--- src/rtl/functional_unit_dispatcher_if.sv ---
// Bundle between the ROB/FU side and the functional unit dispatcher.
//  slave  : the dispatcher itself
//  master : the environment (ROB dispatch port, FUs, broadcast consumer)
// Signals: halt, dispatch/op1/op2/executionID_DU/executionTag (dispatch in),
//  availableFunctionalUnits, fu_issue_valid/fu_op1/fu_op2/fu_tag (issue out),
//  fu_done_valid/fu_done_data in, fu_done_ready out,
//  broadcastDataAvailable/Tag/Data out, broadcastAccept in, dispatch_error out.
interface functional_unit_dispatcher_if #(
  parameter int DATA_WIDTH = 32,
  parameter int TAG_WIDTH  = 4,
  parameter int EXEC_WIDTH = 2
);
  localparam int NFU = 2**EXEC_WIDTH;

  logic                      halt;
  logic                      dispatch;
  logic [DATA_WIDTH-1:0]     op1;
  logic [DATA_WIDTH-1:0]     op2;
  logic [EXEC_WIDTH-1:0]     executionID_DU;
  logic [TAG_WIDTH-1:0]      executionTag;
  logic [NFU-1:0]            availableFunctionalUnits;
  logic [NFU-1:0]            fu_issue_valid;
  logic [DATA_WIDTH-1:0]     fu_op1;
  logic [DATA_WIDTH-1:0]     fu_op2;
  logic [TAG_WIDTH-1:0]      fu_tag;
  logic [NFU-1:0]            fu_done_valid;
  logic [NFU*DATA_WIDTH-1:0] fu_done_data;
  logic [NFU-1:0]            fu_done_ready;
  logic                      broadcastDataAvailable;
  logic [TAG_WIDTH-1:0]      broadcastDestinationTag;
  logic [DATA_WIDTH-1:0]     broadcastDestinationData;
  logic                      broadcastAccept;
  logic                      dispatch_error;

  modport slave (
    input  halt, dispatch, op1, op2, executionID_DU, executionTag,
           fu_done_valid, fu_done_data, broadcastAccept,
    output availableFunctionalUnits, fu_issue_valid, fu_op1, fu_op2, fu_tag,
           fu_done_ready, broadcastDataAvailable, broadcastDestinationTag,
           broadcastDestinationData, dispatch_error
  );

  modport master (
    output halt, dispatch, op1, op2, executionID_DU, executionTag,
           fu_done_valid, fu_done_data, broadcastAccept,
    input  availableFunctionalUnits, fu_issue_valid, fu_op1, fu_op2, fu_tag,
           fu_done_ready, broadcastDataAvailable, broadcastDestinationTag,
           broadcastDestinationData, dispatch_error
  );
endinterface

--- src/rtl/functional_unit_dispatcher.sv ---
// Functional unit dispatcher: routes ROB dispatches to FUs, tracks per-FU
// occupancy (IDLE/BUSY/RESULT) and arbitrates finished results round-robin
// onto a single registered broadcast slot.
// Ports: clk, rst (sync, active-high), bus (functional_unit_dispatcher_if.slave).

// Per-FU controller: occupancy FSM, stored tag/result and the pending
// issue pulse. Everything freezes while halt is high.
module fud_fu_ctrl #(
  parameter int DATA_WIDTH = 32,
  parameter int TAG_WIDTH  = 4
) (
  input  logic                  clk,
  input  logic                  rst,
  input  logic                  halt,
  input  logic                  disp_hit,   // dispatch addressed here, halt already masked
  input  logic [TAG_WIDTH-1:0]  tag_in,
  input  logic                  done_valid,
  input  logic [DATA_WIDTH-1:0] done_data,
  input  logic                  grant,
  output logic                  idle,
  output logic                  ready,
  output logic                  req,
  output logic                  issue_pend,
  output logic [TAG_WIDTH-1:0]  tag,
  output logic [DATA_WIDTH-1:0] data
);
  localparam logic [1:0] IDLE   = 2'd0;
  localparam logic [1:0] BUSY   = 2'd1;
  localparam logic [1:0] RESULT = 2'd2;

  logic [1:0] state;

  assign idle  = (state == IDLE);
  assign ready = (state == BUSY) & ~halt;
  assign req   = (state == RESULT);

  always_ff @(posedge clk) begin
    if (rst) begin
      state      <= IDLE;
      issue_pend <= 1'b0;
      tag        <= '0;
      data       <= '0;
    end else if (!halt) begin
      // pulse lasts one unhalted cycle; a halt simply delays it
      issue_pend <= disp_hit & idle;
      case (state)
        IDLE:   if (disp_hit) begin state <= BUSY; tag <= tag_in; end
        BUSY:   if (done_valid) begin state <= RESULT; data <= done_data; end
        RESULT: if (grant) state <= IDLE;
        default: state <= IDLE;
      endcase
    end
  end
endmodule

module functional_unit_dispatcher #(
  parameter int DATA_WIDTH = 32,
  parameter int TAG_WIDTH  = 4,
  parameter int EXEC_WIDTH = 2
) (
  input logic clk,
  input logic rst,
  functional_unit_dispatcher_if.slave bus
);
  localparam int NFU = 2**EXEC_WIDTH;

  logic [NFU-1:0]                 fu_idle, fu_req, fu_grant, fu_hit, fu_pend;
  logic [NFU-1:0][TAG_WIDTH-1:0]  fu_res_tag;
  logic [NFU-1:0][DATA_WIDTH-1:0] fu_res_data;

  logic                  bc_vld;
  logic [TAG_WIDTH-1:0]  bc_tag;
  logic [DATA_WIDTH-1:0] bc_data;
  logic [EXEC_WIDTH-1:0] rr_ptr, win, idx;
  logic                  found, slot_load;
  logic                  err;
  logic [DATA_WIDTH-1:0] op1_q, op2_q;
  logic [TAG_WIDTH-1:0]  tag_q;

  logic disp_ok;
  assign disp_ok = bus.dispatch & ~bus.halt;

  for (genvar i = 0; i < NFU; i++) begin : g_fu
    assign fu_hit[i] = disp_ok & (bus.executionID_DU == EXEC_WIDTH'(i));

    fud_fu_ctrl #(.DATA_WIDTH(DATA_WIDTH), .TAG_WIDTH(TAG_WIDTH)) u_fu (
      .clk       (clk),
      .rst       (rst),
      .halt      (bus.halt),
      .disp_hit  (fu_hit[i]),
      .tag_in    (bus.executionTag),
      .done_valid(bus.fu_done_valid[i]),
      .done_data (bus.fu_done_data[i*DATA_WIDTH +: DATA_WIDTH]),
      .grant     (fu_grant[i]),
      .idle      (fu_idle[i]),
      .ready     (bus.fu_done_ready[i]),
      .req       (fu_req[i]),
      .issue_pend(fu_pend[i]),
      .tag       (fu_res_tag[i]),
      .data      (fu_res_data[i])
    );

    // also blocks a second dispatch to the same FU in the cycle the first is seen
    assign bus.availableFunctionalUnits[i] = fu_idle[i] & ~bus.halt &
      ~(bus.dispatch & (bus.executionID_DU == EXEC_WIDTH'(i)));
  end

  assign bus.fu_issue_valid = fu_pend & {NFU{~bus.halt}};

  // Round-robin search upward from rr_ptr; index arithmetic wraps naturally
  // because NFU is a power of two.
  always_comb begin
    fu_grant  = '0;
    win       = '0;
    idx       = '0;
    found     = 1'b0;
    slot_load = ~bus.halt & (~bc_vld | bus.broadcastAccept);
    for (int k = 0; k < NFU; k++) begin
      idx = rr_ptr + EXEC_WIDTH'(k);
      if (!found && fu_req[idx]) begin
        found = 1'b1;
        win   = idx;
      end
    end
    if (found && slot_load) fu_grant[win] = 1'b1;
  end

  always_ff @(posedge clk) begin
    if (rst) begin
      bc_vld  <= 1'b0;
      bc_tag  <= '0;
      bc_data <= '0;
      rr_ptr  <= '0;
    end else if (slot_load) begin
      if (found) begin
        bc_vld  <= 1'b1;
        bc_tag  <= fu_res_tag[win];
        bc_data <= fu_res_data[win];
        rr_ptr  <= win + EXEC_WIDTH'(1);
      end else if (bus.broadcastAccept) begin
        bc_vld <= 1'b0;
      end
    end
  end

  // Shared issue operands: only an accepted dispatch updates them.
  always_ff @(posedge clk) begin
    if (rst) begin
      op1_q <= '0;
      op2_q <= '0;
      tag_q <= '0;
      err   <= 1'b0;
    end else if (disp_ok) begin
      if (fu_idle[bus.executionID_DU]) begin
        op1_q <= bus.op1;
        op2_q <= bus.op2;
        tag_q <= bus.executionTag;
      end else begin
        err <= 1'b1;
      end
    end
  end

  assign bus.fu_op1                   = op1_q;
  assign bus.fu_op2                   = op2_q;
  assign bus.fu_tag                   = tag_q;
  assign bus.dispatch_error           = err;
  assign bus.broadcastDataAvailable   = bc_vld;
  assign bus.broadcastDestinationTag  = bc_tag;
  assign bus.broadcastDestinationData = bc_data;
endmodule

--- src/flat_wrapper.sv ---
// flat-port wrapper written by rule: the top's interface ports become plain ports
module functional_unit_dispatcher_flat 
#(
  parameter int DATA_WIDTH = 32,
  parameter int TAG_WIDTH  = 4,
  parameter int EXEC_WIDTH = 2
)
  (clk, rst, bus_halt, bus_dispatch, bus_op1, bus_op2, bus_executionID_DU, bus_executionTag, bus_fu_done_valid, bus_fu_done_data, bus_broadcastAccept, bus_availableFunctionalUnits, bus_fu_issue_valid, bus_fu_op1, bus_fu_op2, bus_fu_tag, bus_fu_done_ready, bus_broadcastDataAvailable, bus_broadcastDestinationTag, bus_broadcastDestinationData, bus_dispatch_error);
  functional_unit_dispatcher_if #(.DATA_WIDTH(DATA_WIDTH), .TAG_WIDTH(TAG_WIDTH), .EXEC_WIDTH(EXEC_WIDTH)) bus_i ();
  input logic clk;
  input logic rst;
  input wire logic [$bits(bus_i.halt)-1:0] bus_halt;
  input wire logic [$bits(bus_i.dispatch)-1:0] bus_dispatch;
  input wire logic [$bits(bus_i.op1)-1:0] bus_op1;
  input wire logic [$bits(bus_i.op2)-1:0] bus_op2;
  input wire logic [$bits(bus_i.executionID_DU)-1:0] bus_executionID_DU;
  input wire logic [$bits(bus_i.executionTag)-1:0] bus_executionTag;
  input wire logic [$bits(bus_i.fu_done_valid)-1:0] bus_fu_done_valid;
  input wire logic [$bits(bus_i.fu_done_data)-1:0] bus_fu_done_data;
  input wire logic [$bits(bus_i.broadcastAccept)-1:0] bus_broadcastAccept;
  output wire logic [$bits(bus_i.availableFunctionalUnits)-1:0] bus_availableFunctionalUnits;
  output wire logic [$bits(bus_i.fu_issue_valid)-1:0] bus_fu_issue_valid;
  output wire logic [$bits(bus_i.fu_op1)-1:0] bus_fu_op1;
  output wire logic [$bits(bus_i.fu_op2)-1:0] bus_fu_op2;
  output wire logic [$bits(bus_i.fu_tag)-1:0] bus_fu_tag;
  output wire logic [$bits(bus_i.fu_done_ready)-1:0] bus_fu_done_ready;
  output wire logic [$bits(bus_i.broadcastDataAvailable)-1:0] bus_broadcastDataAvailable;
  output wire logic [$bits(bus_i.broadcastDestinationTag)-1:0] bus_broadcastDestinationTag;
  output wire logic [$bits(bus_i.broadcastDestinationData)-1:0] bus_broadcastDestinationData;
  output wire logic [$bits(bus_i.dispatch_error)-1:0] bus_dispatch_error;
  assign bus_i.halt = bus_halt;
  assign bus_i.dispatch = bus_dispatch;
  assign bus_i.op1 = bus_op1;
  assign bus_i.op2 = bus_op2;
  assign bus_i.executionID_DU = bus_executionID_DU;
  assign bus_i.executionTag = bus_executionTag;
  assign bus_i.fu_done_valid = bus_fu_done_valid;
  assign bus_i.fu_done_data = bus_fu_done_data;
  assign bus_i.broadcastAccept = bus_broadcastAccept;
  assign bus_availableFunctionalUnits = bus_i.availableFunctionalUnits;
  assign bus_fu_issue_valid = bus_i.fu_issue_valid;
  assign bus_fu_op1 = bus_i.fu_op1;
  assign bus_fu_op2 = bus_i.fu_op2;
  assign bus_fu_tag = bus_i.fu_tag;
  assign bus_fu_done_ready = bus_i.fu_done_ready;
  assign bus_broadcastDataAvailable = bus_i.broadcastDataAvailable;
  assign bus_broadcastDestinationTag = bus_i.broadcastDestinationTag;
  assign bus_broadcastDestinationData = bus_i.broadcastDestinationData;
  assign bus_dispatch_error = bus_i.dispatch_error;
  functional_unit_dispatcher #(.DATA_WIDTH(DATA_WIDTH), .TAG_WIDTH(TAG_WIDTH), .EXEC_WIDTH(EXEC_WIDTH)) u_core (.clk(clk), .rst(rst), .bus(bus_i));
endmodule
--- config.mk ---
export PLATFORM = sky130hd
export DESIGN_NAME = functional_unit_dispatcher_flat
export DESIGN_NICKNAME = d
export VERILOG_FILES = /design/src/rtl/functional_unit_dispatcher_if.sv /design/src/rtl/functional_unit_dispatcher.sv /design/src/flat_wrapper.sv
export SDC_FILE = /design/constraint.sdc
export NUM_CORES = 1
export LEC_CHECK = 0
export CAP_MARGIN = 20
export CORE_ASPECT_RATIO = 0.75
export CORE_MARGIN = 2
export CORE_UTILIZATION = 50
export CTS_CLUSTER_SIZE = 16
export DETAILED_ROUTE_END_ITERATION = 7
export GPL_ROUTABILITY_DRIVEN = 0
export PLACE_DENSITY = 0.84
export SETUP_SLACK_MARGIN = 0.2
export SLEW_MARGIN = 40
export SYNTH_ARGS = -nofsm -noshare
export SYNTH_HDL_FRONTEND = slang
export SYNTH_SLANG_ARGS = --single-unit
--- constraint.sdc ---
create_clock -name clk -period 5.55 [get_ports clk]
set_input_delay 1.11 -clock clk [delete_from_list [all_inputs] [get_ports clk]]
set_output_delay 1.11 -clock clk [all_outputs]
set_load 0.05 [all_outputs]
* Word level (Yosys, flattened, before mapping)
Cells that the tools add are included.
Widths: inputs -> output; s select.
** Word-level totals
- Logic and storage cells :: 166
- Register bits :: 264
- Bits of input ports :: 207
- Output and inout port bits :: 118
** Cells by class
- Equal/unequal tests :: 23
- Add/sub/neg operators :: 4
- Reductions and logical operators :: 30
- Muxes and demuxes :: 43
- Bitwise gates (word level) :: 35
- Order comparisons :: 7
** Operator list (number)
- $bmux 32 s2 :: 1
- $mux 2 :: 16
- $mux 32 :: 1
- $and 1x1->1 :: 26
- $pmux 2 s3 :: 4
- $reduce_and 3->1 :: 8
- $lt 2x3->1 const B :: 6
- $ne 2x2->1 const B :: 8
- $reduce_and 4->1 :: 4
- $eq 2x2->1 const B :: 6
- $mux 1 :: 12
- $bmux 1 s2 :: 5
- $eq 2x1->1 const B :: 5
- $logic_not 2->1 :: 5
- $bmux 4 s2 :: 1
- $mux 4 :: 2
- $ne 2x1->1 const B :: 4
- $reduce_and 2->1 :: 4
- $not 1->1 :: 7
- $logic_and 1x1->1 :: 5
- $add 2x1->2 const B :: 2
- $add 2x2->2 const B :: 2
- $and 4x4->4 :: 1
- $logic_not 1->1 :: 3
- other kinds (4) :: 4

* Logic depth before layout (Yosys ltp)
- Depth after elaboration :: 20
- Mapped depth :: 9
- Mapped depth without buffers :: 5

* Hierarchy
A second synthesis with hierarchy kept.
** Second synthesis, totals
- Cells, all modules :: 1354
- Area total of the unflattened synthesis :: 12643.4 um^2
** Modules (own cells, without submodules)
- fud_fu_ctrl :: cells an instance 175, sequential area each 780.7 um^2, instances 4, area an instance 1780.5 um^2
- functional_unit_dispatcher :: cells an instance 654, sequential area each 2162.1 um^2, instances 1, area an instance 5521.5 um^2

* Least setup slack after synthesis
OpenSTA, ideal clock, no wires.
- Path type :: input-to-output
- From :: input port bus_halt
- To :: output port bus_availableFunctionalUnits[0]
- Data required time :: 4440 ps
- Stages on the path :: 3
- Slack :: 463 ps
- Data arrival time :: 3977 ps
- Cell sequence :: clkbuf_1 clkbuf_1 a2111oi_0
** Between the ends
- Cells in the longest elaborated chain, start to end :: 3
** RTL lines
- start, declared :: RTL line flat_wrapper.sv:12 : input wire logic [$bits(bus_i.halt)-1:0] bus_halt;
- $not 1->1 (no source line)
- $and 1x1->1 (2 in series) :: RTL line functional_unit_dispatcher.sv:104 : assign bus.availableFunctionalUnits[i] = fu_idle[i] & ~bus.halt &
- end, declared :: RTL line flat_wrapper.sv:21 : output wire logic [$bits(bus_i.availableFunctionalUnits)-1:0] bus_availableFunctionalUnits;
Every way passes these cells.

* Worst setup path in the final report
- From :: input port bus_halt
- To :: output port bus_fu_done_ready[2]
** Between the ends
- Cells in the longest elaborated chain, start to end :: 2
** RTL lines
- $not 1->1 (no source line)
- $and 1x1->1 :: RTL line functional_unit_dispatcher.sv:34 : assign ready = (state == BUSY) & ~halt;
- end, declared :: RTL line flat_wrapper.sv:26 : output wire logic [$bits(bus_i.fu_done_ready)-1:0] bus_fu_done_ready;
Every way passes these cells.

==> out/metrics.sh <==
PLACEMENT.SETUP.WORST_SLACK_PS=1090
CRITICAL_PATH_SOURCE_TYPE='primary input'
CTS.REPORTEDPATHS.CLKPINSLEW_PS=60
BOUNDARYPINS=325
HOLDPATHEND='u_core.g_fu[3].u_fu.data[30]'
FINISH.NET_COUNT=1808
MIN_FROM='u_core.g_fu[3].u_fu.data[30]'
LAYOUT-DRIVE-GT1-SHARE_PCT=5.06
WORST_EP_REQUIRED_TIME_PS=4440
GRT_MAX_DEGREE=170
GRT_REMAINING_OVERFLOW=0
HEIGHT_OF_THE_CHIP_UM=131
CLOCKPOWERSHARE_PCT=40.5
FINAL-INSTANCE-COUNT-EXCL-FILL=1912
LAYOUT_WORST_PATH_CYCLE_SHARE_PCT=81.4
LAYOUT.CELLS.MOST_COMMON='sky130_fd_sc_hd__nand2_1'
WORST_R2R_ENDPOINT='u_core.bus.fu_op1[31]'
GR-USAGE-ALL-LAYERS_PCT=29.1
SEQUENTIAL_CELL_AREA_FRACTION_IN_THE_YOSYS_REPORT_PCT=49.1
STDCELL_AREA_UM2=14900
YS_DOMINANT_REG_CELL='sky130_fd_sc_hd__dfxtp_1'
SYNTH_NETS=1556
TIMING.FINAL.MAX_SLEW_VIOLATIONS=0
ROUTE.ANTENNA.REMAINING_NETS=0
CELL_INTERNAL_PWR_uW=3270
POST_SYNTH.CELL_AREA_AVG_UM2=7.98
CP_COMMON_CELL='sky130_fd_sc_hd__clkdlybuf4s50_1'
SLOWEST_DELAY_PS=880
CRITICAL_PATH_SINK_TYPE='output port'
SWSHARE_PCT=25.7
ANTENNA_VIOLATIONS_BEFORE_REPAIR=2
PEAKVDDDROP_V=0.000200
FINALHOLDVIOLATIONS=0
CLOCK_INSERTION_DELAY_WORST_SKEW_PS=520
FINISH.UTILIZATION_PCT=70.4
AVERAGE_WIRE_LENGTH_PER_CELL_AFTER_DETAIL_ROUTING_UM=18.2
ROUTE.DETAILED.DRC=0
FINALWIRELENGTH_MM=34.8
SLEW-LIMIT-HEADROOM_PCT=47.8
CTS.HOLD.BUFFERS_ADDED=0
SYNTH_ASYNC_SR_FLOP_SHARE_PCT=0
FLOORPLAN.ROWS=46
VIA_PER_INST=5.54
WORSTMARGINPINSLEW_PS=783
FMAX_GHz=0.221
SETUP_TNS_PS=0
NUM_VIAS=10594
GRT_FIRST_PASS_WIRELENGTH_MM=52.8
TIMING.CRITICAL_PATH.CELLS='clkdlybuf4s50_1 > buf_4 > nor3b_1 > clkdlybuf4s50_1'
CRIT-REG2REG-LAUNCH='u_core.g_fu[0].u_fu.state[1]'
SYN-CELL-AREA_UM2=10800
SLOWEST_STAGE='sky130_fd_sc_hd__clkdlybuf4s50_1'
SWITCHING_POWER_uW=1130
WORST_SLACK_PS=1030
GRT_PASS1_VIAS=10036
TIMING.REG2REG.WORST_PATH_DEPTH=6
REPORT.FINAL.SETUP_VIOL=0
NUMBER_OF_PORT_BUFFERS=324
SYNTH-EDFF-COUNT=0
TIMING_WORST_SETUP_PATH_TYPE='in -> out'
CLOCK_SKEW_PS=10.4
FIRST_ITER_VIOLATIONS=941
TIMING.HOLD.WORST.CLASS='reg -> reg'
CTS_RESIZED=0
RUN_STATUS='complete, no violations'
PLACED_AREA_UM2=14000
DRT_PRE_ANTENNA_ITERS=5
DIE_WIDTH_UM=173
CP_MAX_FO=19
TIMING.HOLD.WORST_PATH_DEPTH=2
H_TREE_DEPTH=1
POSTSYNTHCELLCOUNT=1349
AREA.GROWTH.SYNTH_TO_FINAL_PCT=38.2
FILL_CELLS=1662
DESIGN.DIE.AREA_UM2=22700
RSZ0062_AT_GRT='no'
DP.FINAL_HPWL_MM=22.8
CTS_SINKS=264
FF2FF_SETUP_SLACK_PS=2990
SEQ_POWER_SHARE_PCT=45.1
WORST-ENDPOINT-ARRIVAL_PS=3410
TRITONCTS_CLOCK_TREE='yes'
DPL.CELL_COUNT=1860
SYNTH_CELL_TYPE_COUNT=51
FLOORPLAN.CORE_AREA_UM2=21100
EFFECTIVE_UTILIZATION_AT_FLOORPLAN_PCT=50.9
LEADING_CELL_TYPES_IN_THE_LAYOUT_FILL_AND_TAPS_EXCLUDED='411 x sky130_fd_sc_hd__nand2_1, 323 x sky130_fd_sc_hd__clkdlybuf4s50_1, 264 x sky130_fd_sc_hd__dfxtp_1, 216 x sky130_fd_sc_hd__a21oi_1, 70 x sky130_fd_sc_hd__nor2_1'
CTS.ROOT.BUFFER_CELL='sky130_fd_sc_hd__clkbuf_16'
CTS_SETUP_BUFFERS=0
FINALWORSTPATHREQUIREDPERIOD_PS=4520
COMBPWRFRAC_PCT=14.4
COUNT_OF_STATE_ELEMENTS_AFTER_SYNTHESIS=264
CTS_MADE_BUFFERS=26
P_LEAK_uW=0.00524
NUMBER_OF_MAXIMUM_CAPACITANCE_CONSTRAINT_VIOLATIONS=0
CLK_PATH_BUF_DEPTH=3
SYNTH-WARNING-COUNT=0
POWER_PER_CELL_AREA_nW_PER_UM2=296
per-layer routing:
layer,up-vias,global-route usage (%),share of wire (%)
li1,5084,-,-
met2,464,50.0,47
met4,0,10.5,3.2
met1,4980,34.7,40
met3,66,9.52,10
met5,-,0,0
area by class of cell:
class	instances	area (µm²)	share of cell area, %
Antenna cell	3	7.51	0.0505
Clock inverter	7	90.1	0.606
Inverter	4	15.0	0.101
Timing Repair Buffer	344	3430	23.1
Tap cell	288	360	2.42
Multi-Input combinational cell	961	4900	33.0
Sequential cell	264	5290	35.6
Clock buffer	41	778	5.24
per-stage QoR:
step / total power (µW) / hold WS [ps]
detailed placement: 2650 / 443
CTS: 4410 / 451
finish: 4400 / 450
global route: 4530 / 463
global placement: 2640 / 437
floorplan: 2360 / 432
Yosys cell counts, types with 2 or more instances:
master | number | area, µm²
sky130_fd_sc_hd__nand2b_1 | 9 | 56.3
sky130_fd_sc_hd__buf_4 | 6 | 45.0
sky130_fd_sc_hd__a21oi_1 | 217 | 1090
sky130_fd_sc_hd__buf_6 | 10 | 113
sky130_fd_sc_hd__inv_1 | 4 | 15.0
sky130_fd_sc_hd__a221oi_1 | 37 | 324
sky130_fd_sc_hd__a211oi_2 | 3 | 37.5
sky130_fd_sc_hd__buf_1 | 3 | 11.3
sky130_fd_sc_hd__nand3b_1 | 3 | 22.5
sky130_fd_sc_hd__and3_2 | 3 | 22.5
sky130_fd_sc_hd__nor2_1 | 70 | 263
sky130_fd_sc_hd__and3_1 | 36 | 225
sky130_fd_sc_hd__clkbuf_8 | 3 | 41.3
sky130_fd_sc_hd__or4_1 | 2 | 15.0
sky130_fd_sc_hd__a211oi_1 | 35 | 263
sky130_fd_sc_hd__o21ai_1 | 33 | 165
sky130_fd_sc_hd__mux2i_1 | 12 | 120
sky130_fd_sc_hd__clkbuf_1 | 75 | 282
sky130_fd_sc_hd__nor2b_1 | 10 | 62.6
sky130_fd_sc_hd__nand3_1 | 5 | 25.0
sky130_fd_sc_hd__a21boi_0 | 37 | 278
sky130_fd_sc_hd__o21ai_0 | 7 | 35.0
sky130_fd_sc_hd__and2_1 | 3 | 18.8
sky130_fd_sc_hd__dfxtp_1 | 264 | 5290
sky130_fd_sc_hd__nor3_1 | 4 | 20.0
sky130_fd_sc_hd__nor4_1 | 3 | 18.8
sky130_fd_sc_hd__buf_2 | 20 | 100
sky130_fd_sc_hd__nor3b_1 | 2 | 15.0
sky130_fd_sc_hd__nand2_1 | 411 | 1540
worst max-delay path: cells and delay by family:
kind / cells / cell delay [ps]
buf+inv: 3 / 1950
simple gates: 1 / 340
power groups by stage:
| stage | clock network, µW | logic, µW | registers [µW] |
|---|---|---|---|
| after floorplan | 0 | 200 | 2160 |
| after global placement | 0 | 618 | 2020 |
| after detailed placement | 0 | 626 | 2020 |
| after CTS | 1800 | 629 | 1980 |
| after global routing | 1880 | 668 | 1990 |
| final | 1780 | 633 | 1980 |
registers in the layout (all words and copies together), names as in the netlist:
signal / count
u_core.g_fu.u_fu.issue_pend: 4
u_core.g_fu.u_fu.data: 128
u_core.bus.fu_op2: 32
u_core.rr_ptr: 2
u_core.bus.dispatch_error: 1
u_core.bus.fu_op1: 32
u_core.g_fu.u_fu.tag: 16
u_core.bus.broadcastDestinationTag: 4
u_core.g_fu.u_fu.state: 8
u_core.bus.fu_tag: 4
u_core.bus.broadcastDestinationData: 32
u_core.bus.broadcastDataAvailable: 1
cells by family (layout without fill, tap and decap cells):
kind of cell / count (synthesis) / count (layout) / share of synthesized area, %
simple gates: 567 / 567 / 22.0
compound gates: 381 / 381 / 21.7
flops: 264 / 264 / 49.1
buf+inv: 124 / 396 / 5.90
mux: 13 / 13 / 1.33
other cells: 0 / 3 / 0
worst max-delay path by stage:
stage / start / cells past startpoint / endpoint
after floorplan: bus_halt / 3 / bus_availableFunctionalUnits[0]
after global placement: bus_halt / 4 / bus_fu_done_ready[2]
after detailed placement: bus_halt / 4 / bus_fu_done_ready[2]
after CTS: bus_halt / 4 / bus_fu_done_ready[2]
after global routing: bus_halt / 4 / bus_fu_done_ready[0]
final: bus_halt / 4 / bus_fu_done_ready[2]
Power figures use the tool's default switching activity.
